<file path="src/rtl/iot_pkg.sv">
// Shared types and helpers for the IoT device-activity event encoder.
package iot_pkg;

  // Per-device pending event: nothing, an unreported connect, or an unreported disconnect.
  typedef enum logic [1:0] {
    PEND_NONE = 2'd0,
    PEND_ON   = 2'd1,
    PEND_OFF  = 2'd2
  } pend_t;

  localparam int N_DEV_DEFAULT = 8;

  // Device index width; a single device still needs one id bit.
  function automatic int id_width(input int n);
    return (n <= 1) ? 1 : $clog2(n);
  endfunction

endpackage

</file>
<file path="src/rtl/iot_event_encoder_rr_arbiter.sv">
// Combinational round-robin picker. The search starts one past ptr and wraps,
// so the most recently granted device has the lowest priority next time.
module rr_arbiter #(
  parameter int N = 8,
  parameter int W = iot_pkg::id_width(N)
) (
  input  logic [N-1:0] req,
  input  logic         en,
  input  logic [W-1:0] ptr,
  output logic         gnt_valid,
  output logic [W-1:0] gnt_id
);

  logic [W-1:0] idx;

  // First requester found walking ptr+1, ptr+2, ... modulo N
  always_comb begin
    gnt_valid = 1'b0;
    gnt_id    = '0;
    idx       = '0;
    for (int off = 1; off <= N; off++) begin
      idx = W'((int'(ptr) + off) % N);
      if (en && !gnt_valid && req[idx]) begin
        gnt_valid = 1'b1;
        gnt_id    = idx;
      end
    end
  end

endmodule

</file>
<file path="src/rtl/iot_event_encoder.sv">
// Turns device-active level changes into a serial stream of change/on_off pulses,
// one per clock at most, so a downstream counter tracks the number of active devices.
module iot_event_encoder
  import iot_pkg::*;
#(
  parameter int N_DEV = N_DEV_DEFAULT,
  parameter int ID_W  = id_width(N_DEV)
) (
  input  logic             clk,
  input  logic             rst,
  input  logic [N_DEV-1:0] dev_active,
  input  logic             stall,
  output logic             change,
  output logic             on_off,
  output logic [ID_W-1:0]  dev_id,
  output logic             busy
);

  logic [N_DEV-1:0] dev_prev;
  logic [N_DEV-1:0] rise, fall;
  logic [N_DEV-1:0] req;        // pending != NONE, current state
  logic [N_DEV-1:0] pend_on;    // pending == ON, current state
  logic [N_DEV-1:0] pend_live;  // pending != NONE, next state
  logic [ID_W-1:0]  rr_ptr;
  logic [ID_W-1:0]  gnt_id;
  logic             gnt_valid;

  assign rise = dev_active & ~dev_prev;
  assign fall = ~dev_active & dev_prev;

  rr_arbiter #(.N(N_DEV), .W(ID_W)) u_arb (
    .req       (req),
    .en        (~stall),
    .ptr       (rr_ptr),
    .gnt_valid (gnt_valid),
    .gnt_id    (gnt_id)
  );

  for (genvar g = 0; g < N_DEV; g++) begin : g_dev
    pend_t pend_q, pend_d;
    logic  granted;

    assign granted = gnt_valid && (gnt_id == ID_W'(g));

    // Pending-state register for this device
    always_ff @(posedge clk) begin
      if (rst) pend_q <= PEND_NONE;
      else     pend_q <= pend_d;
    end

    // Grant clears first, then a new edge either cancels an opposite pending
    // event or becomes the pending event itself; this keeps grant+edge lossless.
    always_comb begin
      pend_d = pend_q;
      if (granted) pend_d = PEND_NONE;
      if (rise[g])
        pend_d = (pend_d == PEND_OFF) ? PEND_NONE : PEND_ON;
      else if (fall[g])
        pend_d = (pend_d == PEND_ON) ? PEND_NONE : PEND_OFF;
    end

    assign req[g]       = (pend_q != PEND_NONE);
    assign pend_on[g]   = (pend_q == PEND_ON);
    assign pend_live[g] = (pend_d != PEND_NONE);
  end

  // Edge history, arbitration pointer and registered outputs
  always_ff @(posedge clk) begin
    if (rst) begin
      dev_prev <= '0;
      rr_ptr   <= ID_W'(N_DEV - 1);
      change   <= 1'b0;
      on_off   <= 1'b0;
      dev_id   <= '0;
      busy     <= 1'b0;
    end else begin
      dev_prev <= dev_active;
      change   <= gnt_valid;
      busy     <= |pend_live;
      if (gnt_valid) begin
        rr_ptr <= gnt_id;
        dev_id <= gnt_id;
        on_off <= pend_on[gnt_id];
      end
    end
  end

endmodule

</file>
<file path="config.mk">
export PLATFORM = sky130hd
export DESIGN_NAME = iot_event_encoder
export DESIGN_NICKNAME = d
export VERILOG_FILES = /design/src/rtl/iot_pkg.sv /design/src/rtl/iot_event_encoder_rr_arbiter.sv /design/src/rtl/iot_event_encoder.sv
export SDC_FILE = /design/constraint.sdc
export NUM_CORES = 1
export LEC_CHECK = 0
export ABC_AREA = 1
export ABC_CLOCK_PERIOD_IN_PS = 4950
export CORE_MARGIN = 3
export CORE_UTILIZATION = 50
export DETAILED_ROUTE_END_ITERATION = 10
export GPL_TIMING_DRIVEN = 0
export PLACE_DENSITY = 0.66
export SETUP_SLACK_MARGIN = 0.1
export SLEW_MARGIN = 20
export SYNTH_ARGS = -nofsm -noshare
export SYNTH_HDL_FRONTEND = slang
export SYNTH_SLANG_ARGS = --single-unit
</file>
<file path="constraint.sdc">
create_clock -name clk -period 4.95 [get_ports clk]
set_input_delay 0.7425 -clock clk [delete_from_list [all_inputs] [get_ports clk]]
set_output_delay 0.7425 -clock clk [all_outputs]
set_load 0.005 [all_outputs]
</file>
==> results of run 1 <==
## worst min-delay path by stage
stage,endpoint,slack [ns]
2_1_floorplan,dev_id[2],0.52
3_3_place_gp,dev_id[2],0.52
3_5_place_dp,dev_id[2],0.52
4_1_cts,dev_id[2],0.54
5_1_grt,dev_id[1],0.57
6_report,dev_id[2],0.53
## cells in the final DEF, fill, tap and decap left out, drive strengths merged, types with 2 or more instances in the layout
cell           netlist  routed
dfxtp               33      33
o211ai               3       3
clkbuf               3      10
nand3               55      55
nor3                 4       4
ha                   2       2
nand2              144     144
nand4               15      15
nor2                71      71
o21ai                9       9
buf                  5       5
xor2                 2       2
inv                 59      59
clkdlybuf4s50        0      15
nand3b               5       5
## worst max-delay path, stage by stage (launching register included)
cell	delay (ns)
dfxtp_1	0.34
buf_4	0.21
inv_2	0.13
ha_1	0.46
inv_1	0.20
nand3_2	0.14
nand2_1	0.06
nand2_1	0.09
nand2_2	0.08
nand2_2	0.11
nand4_4	0.12
nor2_1	0.11
nand3_1	0.07
nand2_1	0.09
nand3_2	0.09
nor2_4	0.31
nand3_2	0.15
nand2_1	0.10
nand2_1	0.06
nand2_1	0.08
nand2_1	0.06
nor2_1	0.12
nand2_1	0.08
nor2_1	0.09
nor2_1	0.04
## kinds of logic (layout without fill, tap and decap cells)
| group | Yosys count | after routing | share of synthesized area |
|---|---|---|---|
| AO/OA/AOI/OAI | 13 | 13 | 0.0296 |
| XOR/XNOR | 3 | 3 | 0.0277 |
| adder cells (fa/ha/maj) | 2 | 2 | 0.00972 |
| buffers and inverters | 68 | 91 | 0.115 |
| flip-flops | 33 | 33 | 0.257 |
| AND/OR/NAND/NOR | 294 | 294 | 0.561 |
## metal layers
| layer | part of all wire | GRT usage |
|---|---|---|
| met5 | 0 | 0 |
| met4 | 0.026 | 0.0907 |
| met3 | 0.028 | 0.0325 |
| met2 | 0.47 | 0.366 |
| met1 | 0.47 | 0.255 |
## registers in the layout (all words and copies together), names as in the netlist
signal	cells
busy	1
change	1
dev_id	3
dev_prev	8
g_dev.pend_q	16
on_off	1
rr_ptr	3
## per-stage QoR
stage               cell area (µm²)   util  hold WS (ns)  worst slack, ns
finish                         2920  0.603         0.530             1.41
CTS                            2920  0.603         0.538             1.39
global route                   2920  0.603         0.570            0.981
floorplan                      2570      -         0.516             2.02
global placement               2810  0.579         0.515             1.33
detailed placement             2810  0.579         0.518             1.32
## area by class of cell
type / count / area (µm²) / share of cell area
Clock buffer: 7 / 86.3 / 0.0295
Timing Repair Buffer: 15 / 150 / 0.0513
Buffer: 8 / 66.3 / 0.0227
Tap cell: 67 / 83.8 / 0.0287
Inverter: 60 / 230 / 0.0787
Sequential cell: 33 / 661 / 0.226
Clock inverter: 1 / 30.0 / 0.0103
Multi-Input combinational cell: 312 / 1620 / 0.553
==> Implementation_results.wiki, run 1 <==
{| class="wikitable"
! Metric !! Value
|-
| Run status || finished, final reports clean
|-
| Number of cells upsized or downsized after cts || 0
|-
| Count of fill cells added during filler insertion || 496
|-
| Final clock period utilization by the worst path || 0.716
|-
| Sequential area share after synthesis || 0.257
|-
| Number of max-slew violations in the final report || 0
|-
| WP data arrival || 3.70 ns
|-
| Y dimension of the die || 77.7 µm
|-
| Synthesis Warnings || 0
|-
| Type of element launching the critical path || register
|-
| Detailed-route via count || 2497
|-
| Crit path to || busy
|-
| Final count of negative-setup-slack endpoints || 0
|-
| Hold_sp || dev_id[2]
|-
| Maximum Capacitance Violations || 0
|-
| Final sum of negative setup slack || 0 ns
|-
| Worst R2R Setup Slack || 1.41 ns
|-
| Iter 0 DRT Violations || 146
|-
| Share of post-route cells with drive strength above 1 || 0.174
|-
| Overall track demand over capacity in global routing || 0.210
|-
| Count of placed standard cells in the final layout, fillers left out || 503
|-
| Std cell rows || 25
|-
| WP data required || 5.11 ns
|-
| X dimension of the die || 77.7 µm
|-
| Critical path endpoint category || register
|-
| Dominant cell by count in the synthesized netlist || nand2_1
|-
| Count of inserted antenna diode cells || 0
|-
| Transition time of the tightest slew-check pin || 0.424 ns
|-
| Cts bufs inserted || 5
|-
| Register bit total from synthesis || 33
|-
| TritonCTS clock tree || done
|-
| Number of I/O pins || 17
|-
| Length in cells of the worst reg-to-reg path || 24
|-
| Shortest period the worst path allows || 3.54 ns
|-
| Post-Synthesis Net Count || 426
|-
| Post-synth top area cell || dfxtp_1
|-
| Synth top area cells || dfxtp_1, nand2_1, nor2_1
|-
| Placer Congestion || 0.937
|-
| Average wire per cell in the routed design || 11.5 µm
|-
| Maximum number of pins on one net before global-route repair || 11
|-
| Area share of the largest cell type after synthesis || 0.257
|-
| Fraction of synthesis flops using an asynchronous set or reset pin || 0
|-
| Unrepaired setup endpoints after global routing || no
|-
| Placed insts || 495
|-
| Cell area after synthesis || 2570 µm²
|-
| Worst flop-to-flop path endpoint || busy
|-
| Start-to-end type of the worst setup path || reg -> reg
|-
| Main flop type after synthesis || dfxtp_1
|-
| H-tree levels || 2
|-
| Post-Synthesis Cells || 413
|-
| Achievable Freq || 282 MHz
|-
| Syn Area/Cell || 6.23 µm²
|-
| Number of endpoints with negative hold slack in the final report || 0
|-
| Clock root buffer master || clkbuf_8
|-
| Area growth syn-to-layout || 13.6%
|-
| Number of hold buffers added after cts || 0
|-
| Initial antenna violation count || 0
|-
| DRT Pass-1 Iters || 4
|-
| Maximum count of clock buffers along a single path || 2
|-
| Via density per instance || 4.96
|-
| Clk pin slew, worst setup/hold paths || 0.07 ns
|-
| Setup fix buffers added after clock tree synthesis || 0
|-
| Max-slew headroom || 0.717
|-
| Buffers added on ports || 15
|-
| Remaining Overflow, GRT || 0
|-
| Total number of nets in the final design || 448
|-
| Worst hold path depth || 2
|-
| Startpoint of the most critical register-to-register path || rr_ptr[1]
|-
| Number of enable flip-flop cells after synthesis || 0
|-
| Path class of the lowest-slack min-delay path || reg -> reg
|-
| Area enclosed by the die boundary || 6040 µm²
|-
| Count of cell types in the netlist || 31
|-
| Number of global-route vias before repair || 2350
|-
| Post-detailed-route DRC marker count || 0
|-
| Clock latency of the later-clocked register in the worst-skew pair || 0.28 ns
|-
| Post-detail-place hpwl || 4690 µm
|-
| Routed wire length || 5780 µm
|-
| Critical Path Source || rr_ptr[1]
|-
| Highest net fanout along the worst path || 9
|-
| Area of the core || 4850 µm²
|-
| Maximum clock skew at final layout || 0.00343 ns
|-
| Post-synth top cells || nand2_1, nor2_1, inv_1
|-
| Final ANT Viol Nets || 0
|-
| Global-route wire length before repair || 10300 µm
|-
| CTS sink count || 33
|-
| Effective utilization at floorplan || 0.531
|}
Power of run 1 is not shown: default switching activity piles up to over one toggle a cycle in this logic, so the estimate is an artifact.
==> run 2, diff against run 1 <==
ABC_CLOCK_PERIOD_IN_PS = 3400   (was 4950)
clock period = 3.4 ns   (was 4.95 ns; I/O delays follow)
==> Implementation_results.wiki, run 2 (synthesized netlist as in run 1, its figures left out) <==
{| class="wikitable"
! Metric !! Value
|-
| Run status || finished, final reports clean
|-
| Maximum clock skew at final layout || 0.00465 ns
|-
| Iter 0 DRT Violations || 149
|-
| Highest net fanout along the worst path || 6
|-
| Number of hold buffers added after cts || 0
|-
| Top cell family by delay on the critical path || simple AND/OR/NAND/NOR gates
|-
| Slowest library cell on the worst path || dfxtp_2
|-
| Final clock period utilization by the worst path || 0.961
|-
| X dimension of the die || 77.7 µm
|-
| Via density per instance || 4.95
|-
| DRT Pass-1 Iters || 4
|-
| Number of flip-flops under the largest register name || 16
|-
| Shortest period the worst path allows || 3.27 ns
|-
| Registers with the most flip-flops || g_dev.pend_q: 16 flops, dev_prev: 8 flops
|-
| Y dimension of the die || 77.7 µm
|-
| Total number of nets in the final design || 472
|-
| Initial antenna violation count || 0
|-
| Share of post-route cells with drive strength above 1 || 0.263
|-
| CTS sink count || 33
|-
| WP data required || 3.56 ns
|-
| Type of element launching the critical path || register
|-
| Detailed-route via count || 2611
|-
| Length in cells of the worst reg-to-reg path || 27
|-
| Area of combinational cells with multiple inputs || 1760 µm²
|-
| WP buf/inv || 4
|-
| Critical path endpoint category || register
|-
| Area enclosed by the die boundary || 6040 µm²
|-
| Final ANT Viol Nets || 0
|-
| Worst slack on hold paths || 0.531 ns
|-
| Buffers added on ports || 15
|-
| Number of global-route vias before repair || 2381
|-
| Post-detailed-route DRC marker count || 0
|-
| Worst flop-to-flop path endpoint || busy
|-
| Post-detail-place hpwl || 4690 µm
|-
| Std cell rows || 25
|-
| TritonCTS clock tree || done
|-
| Routed wire length || 6380 µm
|-
| Crit path to || busy
|-
| Critical Path Source || rr_ptr[0]
|-
| Maximum Capacitance Violations || 0
|-
| Achievable Freq || 306 MHz
|-
| Crit path top cell by count || nand2_1
|-
| Worst stage delay on the critical path || 0.33 ns
|-
| Startpoint of the most critical register-to-register path || rr_ptr[0]
|-
| Final count of negative-setup-slack endpoints || 0
|-
| Start-to-end type of the worst setup path || reg -> reg
|-
| Unrepaired setup endpoints after global routing || yes
|-
| Clock latency of the later-clocked register in the worst-skew pair || 0.28 ns
|-
| Cts bufs inserted || 5
|-
| Placer Congestion || 0.937
|-
| Path class of the lowest-slack min-delay path || reg -> reg
|-
| Overall track demand over capacity in global routing || 0.214
|-
| Area growth syn-to-layout || 26.9%
|-
| Number of cells on the critical path || 27
|-
| Global-route wire length before repair || 10500 µm
|-
| Max-slew headroom || 0.721
|-
| Effective utilization at floorplan || 0.531
|-
| Average wire per cell in the routed design || 12.1 µm
|-
| Area of the core || 4850 µm²
|-
| Maximum number of pins on one net before global-route repair || 11
|-
| Count of inserted antenna diode cells || 0
|-
| Register area || 662 µm²
|-
| Number of max-slew violations in the final report || 0
|-
| Post-route worst setup slack || 0.132 ns
|-
| Number of endpoints with negative hold slack in the final report || 0
|-
| Register bank with the most flops || g_dev.pend_q
|-
| H-tree levels || 2
|-
| Commonest non-fill, non-tap cells in the layout || nand2_1, nor2_1, inv_1
|-
| Worst R2R Setup Slack || 0.13 ns
|-
| Transition time of the tightest slew-check pin || 0.418 ns
|-
| Commonest non-fill, non-tap cell in the layout || nand2_1
|-
| Remaining Overflow, GRT || 0
|-
| Pre-CTS setup slack || -0.129 ns
|-
| Maximum count of clock buffers along a single path || 2
|-
| WP data arrival || 3.43 ns
|-
| Count of fill cells added during filler insertion || 457
|-
| Clk pin slew, worst setup/hold paths || 0.07 ns
|-
| Core occupancy in the finished layout || 0.674
|-
| Number of I/O pins || 17
|-
| Clock root buffer master || clkbuf_8
|}
[run 2: per-layer routing]
layer | vias to the layer above | share of wire | GRT usage
li1 | 1388 | - | -
met1 | 1164 | 0.46 | 0.261
met2 | 41 | 0.49 | 0.365
met3 | 18 | 0.023 | 0.0325
met4 | 0 | 0.029 | 0.101
met5 | - | 0 | 0
[run 2: cell type report]
type | instances | share of cell area
clock inverter | 1 | 0.00920
sequential | 33 | 0.203
tap | 67 | 0.0257
multi-input combinational | 312 | 0.539
timing repair buffer | 39 | 0.103
inverter | 60 | 0.0724
clock buffer | 7 | 0.0264
buffer | 8 | 0.0215
[run 2: worst min path at each step]
| stage | start | endpoint | slack (ns) | cells after the start |
|---|---|---|---|---|
| global route | dev_id[1] | dev_id[1] | 0.57 | 4 |
| finish | dev_id[1] | dev_id[1] | 0.53 | 4 |
| CTS | dev_id[2] | dev_id[2] | 0.54 | 2 |
| global placement | dev_id[2] | dev_id[2] | 0.52 | 2 |
| floorplan | dev_id[2] | dev_id[2] | 0.52 | 2 |
| detailed placement | dev_id[2] | dev_id[2] | 0.52 | 2 |
[run 2: per-stage QoR]
| step | area, µm² | instances | setup TNS, ns |
|---|---|---|---|
| finish | 3270 | 527 | 0 |
| floorplan | 2570 | 413 | 0 |
| detailed placement | 2810 | 495 | -0.159 |
| global route | 3270 | 527 | -0.304 |
| CTS | 2980 | 504 | 0 |
| global placement | 2810 | 495 | -0.110 |
[run 2: timing repair]
action,in CTS,in global routing
setup endpoints to repair,2,2
pin swaps,1,26
buffers inserted,1,23
resized for setup,9,32
[run 2: worst register-to-register path, cell delays in order (launching register included)]
cell,delay (ns)
dfxtp_2,0.33
buf_6,0.12
inv_4,0.04
buf_12,0.12
ha_4,0.30
clkinvlp_4,0.19
nand3_4,0.15
nand2_1,0.08
nand2_2,0.08
nand2_4,0.08
nand2_4,0.08
nand4_4,0.12
nor2_2,0.13
nand3_1,0.08
nand2_1,0.08
nand3_2,0.09
nor2_4,0.26
nor2_4,0.09
nand2_2,0.09
nand2_1,0.06
nand2_1,0.06
nand2_1,0.05
nand2_1,0.10
nand2_2,0.06
nor2_2,0.11
nand2_1,0.06
nor2_1,0.08
nor2_1,0.04
Power of run 2 is left out for the same reason.
==> RTL change 1, RTL diff (config.mk and constraints of run 2) <==
Set the package constant `N_DEV_DEFAULT` to 12 (it was 8).
--- a/src/rtl/iot_pkg.sv
+++ b/src/rtl/iot_pkg.sv
@@ -9,5 +9,5 @@
   } pend_t;
 
-  localparam int N_DEV_DEFAULT = 8;
+  localparam int N_DEV_DEFAULT = 12;
 
   // Device index width; a single device still needs one id bit.
Ports: changed (resized dev_active and dev_id); port bits go from 17 to 22. The function was not compared with the original's and may differ.
==> RTL change 1 against run 2 <==
The flow now finishes with violations (negative setup slack); design area rose by 100%; routed wire length rose by 130%; utilization rose by 7.3 points; clock skew rose by 0.0021 ns; synthesized area rose by 83%; worst setup slack got worse by 1.1 ns; sequential cell count rose by 13; largest cell class unchanged.
Power is left out: the tool's default activity adds up to more than one toggle a clock period on the data nets, which glitch-free logic cannot reach.
==> RTL change 1: results (changes against run 2) <==
status=finished with violations; failing checks=negative setup slack; first-pass GRT wire length=22700 um (+120%); Post-synth EDFFs=0 (unchanged); nets=943 (+100%); Worst Hold End=dev_id[0]; WP data arrival=4.59 ns (+1.16 ns); top cells by count, synth=nand2_1, inv_1, nor2_1, nand3_1, dfxtp_1; Clock Path Buffers=2 (unchanged); PortBufs=20 (+5); Top Registers=g_dev.pend_q (24), dev_prev (12), dev_id (4); R2R Path End=busy; Critical-path top delay cell=dfxtp_4; clk slew on worst S/H paths=0.09 ns (+0.02 ns); Async SR Flop Fraction=0 (unchanged); crit-path max cell delay=0.46 ns (+0.13 ns); number of global-route vias before repair=4974 (+110%); Clock Skews=0.00678 ns (+0.00214 ns); Ant. Diodes=0 (unchanged); Hold Path Cell Cnt=2 (-2); later-pin clock latency in the skew report=0.30 ns (+0.02 ns); final setup vio count=34 (+34); fin worst setup slack=-1.01 ns (-1.14 ns); iteration-0 DRC count of the detailed router=290 (+95%); Final GP Congestion=0.992 (+5.9%); share of cells above drive strength 1=0.341 (+0.0784); largest net degree at the start of global routing=16 (+5); Detailed Place HPWL=10200 um (+120%); crit path from=rr_ptr[1]; R2R depth=35 (+30%); top cells by area, synth=dfxtp_1, nand2_1, inv_1; syn nets=844 (+98%); CP max FO=7 (+1); RR Startpoint=rr_ptr[1]; DR vias/cell=5.42 (+9.3%); total track usage=0.268 (+0.0546); HP Start=dev_id[0]; Setup Total Neg Slack=-18.26 ns (-18.26 ns); Post-Route WL=14900 um (+130%); drt first pass iters=5 (+1); Netlist cell types=44 (+42%); register area share after synthesis=0.195 (-0.0613); worst rel slew slack=0.384 (-0.337)
RTL change 1: cell count changes after synthesis, moves of 11 or more:
cell,before,now
o21ai_1,1,15
nor2_1,62,106
nand3_1,35,78
a21oi_1,1,24
inv_1,45,111
nand3_2,20,9
o21ai_0,7,30
ha_1,2,30
nand2_1,130,228
dfxtp_1,33,46
RTL change 1: logic make-up after synthesis:
group,synth area share
flip-flops,0.195
AND/OR/NAND/NOR,0.484
buffers and inverters,0.120
AO/OA/AOI/OAI,0.106
multiplexers,0.00212
adder cells (fa/ha/maj),0.0796
XOR/XNOR,0.0125
RTL change 1: stage by stage:
stage               setup slack, ns  utilization  instances  cell area (sq um)  hold slack [ns]
floorplan                    -0.403            -        799               4910            0.456
global placement              -1.15        0.587        927               5240            0.466
detailed placement            -1.22        0.587        927               5240            0.475
CTS                          -0.829        0.685        988               6120            0.496
global route                  -1.25        0.746       1007               6670            0.525
finish                        -1.01        0.746       1007               6670            0.502
RTL change 1: final cells by class:
class	instances	area [sq um]
repair buffers	93	823
inverters	131	514
flip-flops and latches	46	933
plain buffers	13	100
clock buffers	5	68.8
fillers	707	2270
multi-input cells	608	4070
well taps	108	135
clock inverters	3	20.0
RTL change 1: how the worst max path moves through the flow:
stage | end | slack [ns]
floorplan | busy | -0.40
global placement | busy | -1.15
detailed placement | busy | -1.22
CTS | busy | -0.83
global route | busy | -1.25
finish | busy | -1.01
RTL change 1: metal layers:
| layer | part of all wire | up-vias | GRT usage | wire [um] |
|---|---|---|---|---|
| met1 | 0.41 | 2501 | 0.324 | 6030 |
| met4 | 0.037 | 0 | 0.115 | 557 |
| met3 | 0.052 | 41 | 0.0223 | 780 |
| met2 | 0.50 | 179 | 0.485 | 7490 |
| met5 | 0 | - | 0 | 0 |
| li1 | - | 2733 | - | - |
RTL change 1: worst min-delay path, cell delays in order (launching register included):
cell	delay (ns)
dfxtp_1	0.33
nand2_1	0.08
a21oi_2	0.05
RTL change 1: timing repair:
action | in CTS | in global routing
resized for setup | 90 | 103
setup endpoints to repair | 34 | 34
pin swaps | 68 | 69
buffers inserted | 54 | 19
endpoints found under the hold margin | 0 | 0
==> RTL change 2, RTL diff (settings of run 2) <==
Made on the original files. Re-encode `pend_t` (3 values) as one-hot, 3 bits wide.
--- a/src/rtl/iot_pkg.sv
+++ b/src/rtl/iot_pkg.sv
@@ -3,8 +3,8 @@
 
   // Per-device pending event: nothing, an unreported connect, or an unreported disconnect.
-  typedef enum logic [1:0] {
-    PEND_NONE = 2'd0,
-    PEND_ON   = 2'd1,
-    PEND_OFF  = 2'd2
+  typedef enum logic [2:0] {
+    PEND_NONE = 3'b001,
+    PEND_ON   = 3'b010,
+    PEND_OFF  = 3'b100
   } pend_t;
 
Function: no difference found for any inputs over 4 cycles, from zero or initial values and one cycle with rst high; so few cycles prove little.
==> RTL change 2 against run 2 <==
Sequential cell count grew 8; synthesized area increased by 17%; design area up 22%; first-iteration DRC count rose by 150%; routed wire length rose by 35%; worst setup slack lost 0.031 ns; critical path type unchanged.
Power is left out: the tool's default activity adds up to more than one toggle a clock period on the data nets, which glitch-free logic cannot reach.
==> RTL change 2: results (changes against run 2) <==
status=completed; crit-path max cell delay=0.38 ns (+0.05 ns); largest net degree at the start of global routing=14 (+3); clk root buf=clkbuf_8; DR WL/cell=14.0 um (+16%); Post-synth EDFFs=0 (unchanged); Final GP Congestion=0.886 (-5.4%); WP data arrival=3.50 ns (+0.07 ns); CTS H-Tree Depth=2 (unchanged); pre-CTS WS=-0.335 ns (-0.206 ns); later-pin clock latency in the skew report=0.30 ns (+0.02 ns); total track usage=0.251 (+0.0373); R2R depth=30 (+11%); Netlist cell types=36 (+16%); Clock Skews=0.00996 ns (+0.00531 ns); worst rel slew slack=0.609 (-0.112); nets=557 (+18%); Detailed Place HPWL=6090 um (+30%); register area share after synthesis=0.273 (+0.0166); first-pass GRT wire length=14600 um (+39%); Worst Hold End=dev_id[0]; Ant. Diodes=0 (unchanged); HP Class=register to register; top cells by area, synth=dfxtp_1, nand2_1, nand3_1; drt first pass iters=6 (+2); iteration-0 DRC count of the detailed router=371 (+150%); top cells by count, synth=nand2_1, nand3_1, nor2_1, inv_1, dfxtp_1; r2r setup slk=0.10 ns (-0.03 ns); share of cells above drive strength 1=0.248 (-0.0153); Critical-path top delay cell=dfxtp_4; syn nets=505 (+19%); Hold Path Cell Cnt=2 (-2); number of global-route vias before repair=3223 (+35%); HP Start=dev_id[0]; FMAX=0.303 GHz (-0.93%); Top Registers=g_dev.pend_q (24), dev_prev (8); DR vias/cell=5.51 (+11%); Layout fillers=486 (+6.3%)
## RTL change 2: layout make-up
class                      instances  area, sq um  area share
tap                               72         90.1      0.0226
buffer                            10         76.3      0.0192
timing repair buffer              44          408       0.103
sequential                        41          826       0.208
inverter                          71          294      0.0739
multi-input combinational        371         2200       0.552
clock inverter                     2         15.0     0.00377
clock buffer                       6         72.6      0.0182
## RTL change 2: critical path, delay by kind of cell, from the launching register on
kind,cells,cell delay (ns)
buffers and inverters,7,0.49
DFF,1,0.38
and+or+nand+nor,22,2.07
adders and majority gates,1,0.26
## RTL change 2: kinds of logic after synthesis
group / Yosys count / share of synthesized area
compound gates: 24 / 0.0496
xor+xnor: 3 / 0.0200
fa+ha+maj: 2 / 0.00833
buf+inv: 81 / 0.110
flops: 41 / 0.273
simple gates: 341 / 0.538
## RTL change 2: timing repair
action                     in CTS  in global routing
setup endpoints to repair       5                  3
resized for setup              57                 33
buffers inserted               22                  7
cloned                          1                  0
pin swaps                      26                 27
## RTL change 2: metrics by stage
| step | std cells | utilization | area, sq um | hold WS [ns] |
|---|---|---|---|---|
| floorplan | 492 | - | 3000 | 0.461 |
| global placement | 579 | 0.575 | 3240 | 0.461 |
| detailed placement | 579 | 0.575 | 3240 | 0.468 |
| CTS | 610 | 0.670 | 3780 | 0.479 |
| global route | 617 | 0.705 | 3980 | 0.498 |
| finish | 617 | 0.705 | 3980 | 0.473 |
## RTL change 2: metal layers
metal	GRT usage	wire (um)	share of wire	up-vias
met2	0.431	4270	0.49	109
met5	0	0	0	-
li1	-	-	-	1687
met3	0.0444	458	0.053	22
met1	0.317	3730	0.43	1581
met4	0.0848	175	0.020	0
